===== src/rtl/raster_dispatch.sv =====
// Triangle command dispatcher for the z-buffered rasterizer: queues commands, launches them on the
// start/done handshake, runs full-screen z-buffer clears and owns the shared z-buffer write port.
module raster_dispatch #(
  parameter int unsigned SCREEN_WIDTH  = 320,
  parameter int unsigned SCREEN_HEIGHT = 240,
  parameter int unsigned FIFO_DEPTH    = 4,
  parameter logic [31:0] CLEAR_VALUE   = 32'h0
) (
  input  logic        i_clk,
  input  logic        i_rst_n,
  input  logic        i_frame_start,
  input  logic        i_cmd_valid,
  output logic        o_cmd_ready,
  input  logic [63:0] i_cmd_v1,
  input  logic [63:0] i_cmd_v2,
  input  logic [63:0] i_cmd_v3,
  input  logic [31:0] i_cmd_iz1,
  input  logic [31:0] i_cmd_iz2,
  input  logic [31:0] i_cmd_iz3,
  output logic        o_tri_start,
  output logic [63:0] o_tri_v1,
  output logic [63:0] o_tri_v2,
  output logic [63:0] o_tri_v3,
  output logic [31:0] o_tri_iz1,
  output logic [31:0] o_tri_iz2,
  output logic [31:0] o_tri_iz3,
  input  logic        i_tri_done,
  input  logic [16:0] i_rast_zb_addr,
  input  logic [31:0] i_rast_zb_data,
  input  logic        i_rast_zb_we,
  output logic [16:0] o_zb_addr,
  output logic [31:0] o_zb_data,
  output logic        o_zb_we,
  output logic        o_busy
);

  localparam int unsigned NUM_PIX   = SCREEN_WIDTH * SCREEN_HEIGHT;
  localparam int unsigned PTR_W     = $clog2(FIFO_DEPTH);
  localparam int unsigned CNT_W     = PTR_W + 1;
  localparam int unsigned ENT_W     = 3 * 64 + 3 * 32;
  localparam logic [16:0] LAST_ADDR = 17'(NUM_PIX - 1);

  // S_SKIP is the cycle after the start pulse, where done may still be high from the idle period.
  typedef enum logic [2:0] {S_IDLE, S_CLEAR, S_LAUNCH, S_START, S_SKIP, S_WAIT} state_e;

  state_e             r_state;
  state_e             w_state_d;
  logic [ENT_W-1:0]   r_fifo [FIFO_DEPTH];
  logic [PTR_W-1:0]   r_wr_ptr;
  logic [PTR_W-1:0]   r_rd_ptr;
  logic [CNT_W-1:0]   r_count;
  logic               r_clear_pending;
  logic [16:0]        r_clr_cnt;
  logic [ENT_W-1:0]   r_tri;
  logic               w_push;
  logic               w_pop;
  logic               w_clear_last;
  logic               w_enter_clear;

  assign o_cmd_ready   = (r_count < CNT_W'(FIFO_DEPTH));
  assign w_push        = i_cmd_valid & o_cmd_ready;
  assign w_pop         = (r_state == S_LAUNCH);
  assign w_clear_last  = (r_state == S_CLEAR) && (r_clr_cnt == LAST_ADDR);
  assign w_enter_clear = (r_state == S_IDLE) && r_clear_pending;

  assign {o_tri_v1, o_tri_v2, o_tri_v3, o_tri_iz1, o_tri_iz2, o_tri_iz3} = r_tri;
  assign o_busy = (r_state != S_IDLE) | r_clear_pending | (r_count != '0);

  always_ff @(posedge i_clk) begin
    if (w_push) begin
      r_fifo[r_wr_ptr] <= {i_cmd_v1, i_cmd_v2, i_cmd_v3, i_cmd_iz1, i_cmd_iz2, i_cmd_iz3};
    end
  end

  always_ff @(posedge i_clk or negedge i_rst_n) begin
    if (!i_rst_n) begin
      r_state         <= S_IDLE;
      r_wr_ptr        <= '0;
      r_rd_ptr        <= '0;
      r_count         <= '0;
      r_clear_pending <= 1'b0;
      r_clr_cnt       <= '0;
      r_tri           <= '0;
    end else begin
      r_state <= w_state_d;
      if (w_push) r_wr_ptr <= r_wr_ptr + PTR_W'(1);
      if (w_pop) begin
        r_rd_ptr <= r_rd_ptr + PTR_W'(1);
        r_tri    <= r_fifo[r_rd_ptr];
      end
      if (w_push && !w_pop) begin
        r_count <= r_count + CNT_W'(1);
      end else if (!w_push && w_pop) begin
        r_count <= r_count - CNT_W'(1);
      end
      // A frame start coinciding with clear entry re-arms the flag, so a second clear follows.
      r_clear_pending <= i_frame_start | (r_clear_pending & ~w_enter_clear);
      if (r_state == S_CLEAR) begin
        r_clr_cnt <= w_clear_last ? 17'd0 : r_clr_cnt + 17'd1;
      end
    end
  end

  always_comb begin
    w_state_d   = r_state;
    o_tri_start = 1'b0;
    o_zb_addr   = i_rast_zb_addr;
    o_zb_data   = i_rast_zb_data;
    o_zb_we     = i_rast_zb_we;
    unique case (r_state)
      S_IDLE: begin
        if (r_clear_pending) begin
          w_state_d = S_CLEAR;
        end else if ((r_count != '0) && i_tri_done) begin
          w_state_d = S_LAUNCH;
        end
      end
      S_CLEAR: begin
        o_zb_addr = r_clr_cnt;
        o_zb_data = CLEAR_VALUE;
        o_zb_we   = 1'b1;
        if (w_clear_last) w_state_d = S_IDLE;
      end
      S_LAUNCH: w_state_d = S_START;
      S_START: begin
        o_tri_start = 1'b1;
        w_state_d   = S_SKIP;
      end
      S_SKIP: w_state_d = S_WAIT;
      S_WAIT: begin
        if (i_tri_done) w_state_d = S_IDLE;
      end
      default: w_state_d = S_IDLE;
    endcase
  end

endmodule


===== config.mk =====
export PLATFORM = sky130hd
export DESIGN_NAME = raster_dispatch
export DESIGN_NICKNAME = d
export VERILOG_FILES = /design/src/rtl/raster_dispatch.sv
export SDC_FILE = /design/constraint.sdc
export NUM_CORES = 1
export LEC_CHECK = 0
export CORE_MARGIN = 2
export CORE_UTILIZATION = 55
export CTS_CLUSTER_SIZE = 40
export DETAILED_ROUTE_END_ITERATION = 10
export GPL_TIMING_DRIVEN = 0
export HOLD_SLACK_MARGIN = 0.06
export PLACE_DENSITY = 0.9
export SYNTH_ARGS = -nofsm -noshare
export SYNTH_HDL_FRONTEND = slang
export SYNTH_SLANG_ARGS = --single-unit

===== constraint.sdc =====
create_clock -name i_clk -period 11.8 [get_ports i_clk]
set_input_delay 2.36 -clock i_clk [delete_from_list [all_inputs] [get_ports i_clk]]
set_output_delay 2.36 -clock i_clk [all_outputs]
set_load 0.02 [all_outputs]

==> results of run 1 <==
-- worst min path at each step --
stage,cells after the start,to,from
finish,2,r_tri[242],r_tri[242]
global route,2,r_tri[48],r_tri[48]
CTS,2,r_tri[242],r_tri[242]
detailed placement,2,r_tri[242],r_tri[242]
global placement,2,r_tri[267],r_tri[267]
floorplan,1,r_clr_cnt[4],r_clr_cnt[4]
-- power groups by stage --
stage	Combinational [mW]	Clock, mW	Sequential, mW
after CTS	0.876	4.59	6.34
after global placement	0.735	0	6.73
after detailed placement	0.866	0	6.43
final	0.871	4.54	6.35
after floorplan	0.395	0	6.56
after global routing	0.924	4.79	6.37
-- metrics by stage --
stage                 util  setup slack (ns)
floorplan                -             1.846
global placement    0.6437            -7.072
detailed placement  0.6510             5.629
CTS                 0.6990             5.634
global route        0.7000             5.451
finish              0.7001             5.455
-- worst max-delay path: stages, from the launching register on --
cell and delay (ns):
dfrtp_1 0.40, buf_4 0.18, or3b_4 0.27, clkbuf_1 0.38
clkbuf_1 0.76, nand2_1 0.45, nand2_1 0.16, clkdlybuf4s50_1 0.61
-- cell usage in the layout, fill, tap and decap left out, drive strengths merged, types with 5 or more instances in the layout --
| cell | count |
|---|---|
| edfxtp | 1152 |
| nand2 | 923 |
| clkdlybuf4s50 | 682 |
| dfrtp | 316 |
| mux4 | 288 |
| clkbuf | 250 |
| buf | 113 |
| clkinv | 51 |
| diode | 41 |
| and2 | 37 |
| xnor2 | 16 |
| inv | 16 |
| nor2 | 14 |
| bufinv | 10 |
| o21ai | 7 |
| ha | 6 |
| nand4 | 5 |
| nand3 | 5 |
| nor4 | 5 |
-- area by class of cell --
| cell class | instances | share of cell area |
|---|---|---|
| sequential | 1468 | 0.6259 |
| timing repair buffer | 709 | 0.1108 |
| buffer | 140 | 0.008992 |
| inverter | 9 | 0.0004975 |
| clock inverter | 70 | 0.01001 |
| multi-input combinational | 1337 | 0.1601 |
| clock buffer | 196 | 0.05869 |
| antenna | 41 | 0.001511 |
| tap | 1276 | 0.02351 |
-- registers in the layout (all words and copies together) (netlist names) --
| register | flops |
|---|---|
| r_clear_pending | 1 |
| r_count | 3 |
| r_rd_ptr | 2 |
| r_clr_cnt | 17 |
| r_wr_ptr | 2 |
| r_state | 3 |
| r_tri | 288 |
| r_fifo | 1152 |
-- cells by family after synthesis --
group,Yosys count,synth area share
AO/OA/AOI/OAI,18,0.002108
XOR/XNOR,18,0.002919
adder cells (fa/ha/maj),7,0.001761
buffers and inverters,149,0.01193
flip-flops,1468,0.7870
multiplexers,290,0.1205
AND/OR/NAND/NOR,1004,0.07379
-- layer usage --
metal	routed length (microns)	vias to the layer above
li1	-	12820
met1	47820	15820
met2	75140	1902
met3	13960	469
met4	9333	22
met5	149	-
==> results.tsv, run 1 <==
metric	value	unit
grt_pass1_wl	208.7	mm
antenna_left	0	
clkPwrFrac	0.386	
worst_slew_pin_slew	1.201	ns
p_leak	24.65	nW
post_cts_buffers	0	
synth_nets	3304	
drt_pass1_iterations	8	
period_share	0.5377	
grt_pass1_vias	32290	
clk_pin_slew	0.06	ns
period_needed	6.345	ns
nNetsFinal	4160	
ys_types	43	
setup_violations	0	
cts-root-buf	clkbuf_16	
cts_buffers	145	
end_kind	output port	
fillers	5513	
ys_async_sr_fraction	0.2153	
grt_use_met3	0.08693	
dp_cells	4939	
fmax	157.6	MHz
fin_skew	0.03029	ns
power.internal	9.147	mW
drt_iter0_markers	3104	
reg2reg_to	r_count[2]	
rsz0062_at_grt	false	
layout-drive-gt1-share	0.1499	
synth_common_cells	edfxtp_1, nand2_1, dfrtp_1	
synth_top_area_frac	0.6406	
routedWlPerCell	27.91	microns
p_comb_frac	0.074	
post_cts_resized	0	
use_met2	0.4818	
h-tree-depth	4	
swShare	0.2225	
fin_setup_tns	0	ns
ff2ff_path_depth	12	
final_cell_count_no_fill	5246	
synth_seq_area_share	0.7870	
worstHoldPathType	reg2reg	
required	9.44	ns
yosysMostFrequentCell	edfxtp_1	
cts_buffer_depth	3	
syn_area	54000	sq um
use_met1	0.3249	
hold_viol	0	
crit_type	reg2out	
drc_errors	0	
p_seq_frac	0.540	
area_delta_synth_final	25.74	%
max-slew-margin-rel	0.1994	
clkSinkCount	1468	
io_pins	684	
status	finished clean	
fp-row-count	114	
start_util	0.5568	
power	11.76	mW
critical_path.endpoint	o_zb_addr[4]	
yosysWarnings	0	
grt-busiest-layer	met2	
synthFlopType	edfxtp_1	
dpl_cell_area	63140	sq um
synthCells	2954	
synth_edf_count	1152	
finalInstanceArea	67910	sq um
synth.ff_latch_count	1468	
yosysTopAreaCell	edfxtp_1	
startpoint_type	flop	
hold_slack	0.4729	ns
design.die.area	100700	sq um
hold_buffers	0	
core_area	96990	sq um
synth.avg_cell_area	18.28	sq um
finalMaxSlewViolations	0	
p_switching	2.617	mW
layout.area.seq	42500	sq um
die_y	317.4	microns
peakVddDrop	0.0001410	V
wl	146.4	mm
worstSkewPairLatency	0.76	ns
synthTopCellsByArea	edfxtp_1, dfrtp_1, mux4_2, nand2_1, buf_2	
crit_start	r_state[0]	
grt_max_degree	108	
critPathArrivalTime	3.98	ns
cap_violations	0	
grt.total_usage	0.2878	
place.gp.congestion	0.8492	
fp.dieW	317.4	microns
via_per_inst	5.915	
cp_max_fo	10	
r2r-start	r_state[0]	
io_buffer_count	683	
antenna_found_initial	53	
power_density	173.3	nW/um^2
dp_hpwl	91.47	mm
multi_input_area	10870	sq um
cts_tree	built	
grt-ovfl-total	0	
vias	31030	
reg2reg_slack	8.52	ns
Note: power is estimated with default switching activity, not from simulation.
==> run 2, diff against run 1 <==
--- a/config.mk
+++ b/config.mk
@@ -6,12 +6,12 @@
 export NUM_CORES = 1
 export LEC_CHECK = 0
 export CORE_MARGIN = 2
-export CORE_UTILIZATION = 55
+export CORE_UTILIZATION = 50
 export CTS_CLUSTER_SIZE = 40
 export DETAILED_ROUTE_END_ITERATION = 10
 export GPL_TIMING_DRIVEN = 0
 export HOLD_SLACK_MARGIN = 0.06
-export PLACE_DENSITY = 0.9
+export PLACE_DENSITY = 0.87
 export SYNTH_ARGS = -nofsm -noshare
 export SYNTH_HDL_FRONTEND = slang
 export SYNTH_SLANG_ARGS = --single-unit
==> constraint.sdc (replaced) <==
create_clock -name i_clk -period 5.8 [get_ports i_clk]
set_input_delay 1.16 -clock i_clk [delete_from_list [all_inputs] [get_ports i_clk]]
set_output_delay 1.16 -clock i_clk [all_outputs]
set_load 0.02 [all_outputs]
==> results.tsv, run 2 (synthesis results as in run 1) <==
metric	value	unit
cts-root-buf	clkbuf_16	
wl	139.3	mm
cts_buffers	147	
rsz0062_at_grt	false	
top_regs	r_fifo x1152, r_tri x288, r_clr_cnt x17	
path_cells	buf_4 > or3b_4 > clkbuf_1 > clkbuf_1 > and2_1 > clkdlybuf4s50_1	
finalMaxSlewViolations	0	
worst_slew_pin_slew	1.135	ns
worstHoldPathType	in2async	
p_leak	24.71	nW
layout.area.seq	42500	sq um
crit_slowest_cell	clkdlybuf4s50_1	
hold_slack	0.4020	ns
max-slew-margin-rel	0.2434	
cap_violations	0	
fp.dieW	332.6	microns
dp_cells	5063	
worstSkewPairLatency	0.77	ns
dp_hpwl	89.44	mm
peakVddDrop	0.0003151	V
fin_setup_tns	0	ns
fmax	218.3	MHz
clk_pin_slew	0.06	ns
end_kind	output port	
crit_type	reg2out	
post_cts_resized	0	
worst-path-buf-inv	4	
hold_viol	0	
period_share	0.7898	
critPathMaxStageDelay	0.67	ns
reg2reg_to	r_count[2]	
design.die.area	110700	sq um
grt.total_usage	0.2515	
multi_input_area	10870	sq um
setup_violations	0	
finalInstanceArea	68200	sq um
io_buffer_count	683	
core_area	107100	sq um
fin_skew	0.03109	ns
power_density	353.3	nW/um^2
antenna_left	0	
ff2ff_path_depth	12	
grt-ovfl-total	0	
start_util	0.5045	
drt_pass1_iterations	5	
status	finished clean	
critPathArrivalTime	3.42	ns
cp_max_fo	10	
clkSinkCount	1468	
crit_start	r_state[0]	
fin_util	0.6370	
largest_reg_flops	1152	
cts_buffer_depth	3	
io_pins	684	
drt_iter0_markers	2755	
final_cell_mix	edfxtp_1, nand2_1, clkdlybuf4s50_1, dfrtp_1, mux4_2	
reg2reg_slack	2.63	ns
vias	30190	
h-tree-depth	4	
area_delta_synth_final	26.28	%
regMostFlops	r_fifo	
r2r-start	r_state[2]	
grt_pass1_vias	31970	
nNetsFinal	4159	
fp-row-count	120	
routedWlPerCell	25.91	microns
post_cts_buffers	0	
startpoint_type	flop	
hold_buffers	0	
grt_max_degree	94	
cpMostUsedCell	clkbuf_1	
grt_pass1_wl	204.8	mm
fillers	6894	
dpl_cell_area	63240	sq um
layout-drive-gt1-share	0.1505	
die_y	332.6	microns
path_delay_family	buffers and inverters	
via_per_inst	5.615	
final_cell_count_no_fill	5376	
place.gp.congestion	0.8367	
cts_tree	built	
antenna_found_initial	50	
required	4.64	ns
period_needed	4.581	ns
final_common_cell	edfxtp_1	
drc_errors	0	
[run 2: cell types whose count changed in the layout (fill, tap and decap cells not counted)]
cell / delta
buf_12: -4
buf_16: +1
bufinv_16: +2
clkbuf_1: +5
clkbuf_16: -1
clkbuf_8: +5
clkinv_1: -4
clkinv_16: +3
clkinv_2: -3
clkinv_4: -2
clkinvlp_4: -1
diode_2: -1
inv_6: +2
inv_8: +1
[run 2: routing by layer]
metal	GRT usage	up-vias	wire length, microns
met2	0.4187	1471	70270
li1	-	12790	-
met5	0	-	117
met4	0.1470	18	8291
met3	0.06856	397	11360
met1	0.2948	15510	49250
[run 2: worst max-delay path by stage]
stage,endpoint,cells past startpoint
floorplan,r_fifo[0][0],3
global placement,r_tri[137],1
detailed placement,r_fifo[0][225],7
CTS,o_zb_data[9],6
global route,o_zb_addr[6],7
finish,o_zb_data[9],6
[run 2: cell type report]
type | count | share of cell area
diodes | 40 | 0.001468
plain buffers | 140 | 0.008953
clock buffers | 205 | 0.05935
clock inverters | 68 | 0.01178
inverters | 9 | 0.0004954
multi-input cells | 1337 | 0.1594
flip-flops and latches | 1468 | 0.6232
well taps | 1403 | 0.02574
repair buffers | 706 | 0.1096
[run 2: per-stage QoR]
step           setup WS, ns  power (mW)
6_report              1.219       24.09
5_1_grt               1.060       24.80
4_1_cts               1.158       24.24
3_5_place_dp          1.461       14.81
3_3_place_gp         -11.73       14.84
2_1_floorplan        0.2872       13.95
[run 2: report_power, final]
part | internal (mW) | switching, mW | leakage (nW)
combinational | 0.682 | 1.06 | 7.50
clock | 5.47 | 3.99 | 2.36
sequential | 12.6 | 0.268 | 14.8
total | 18.8 | 5.32 | 24.7
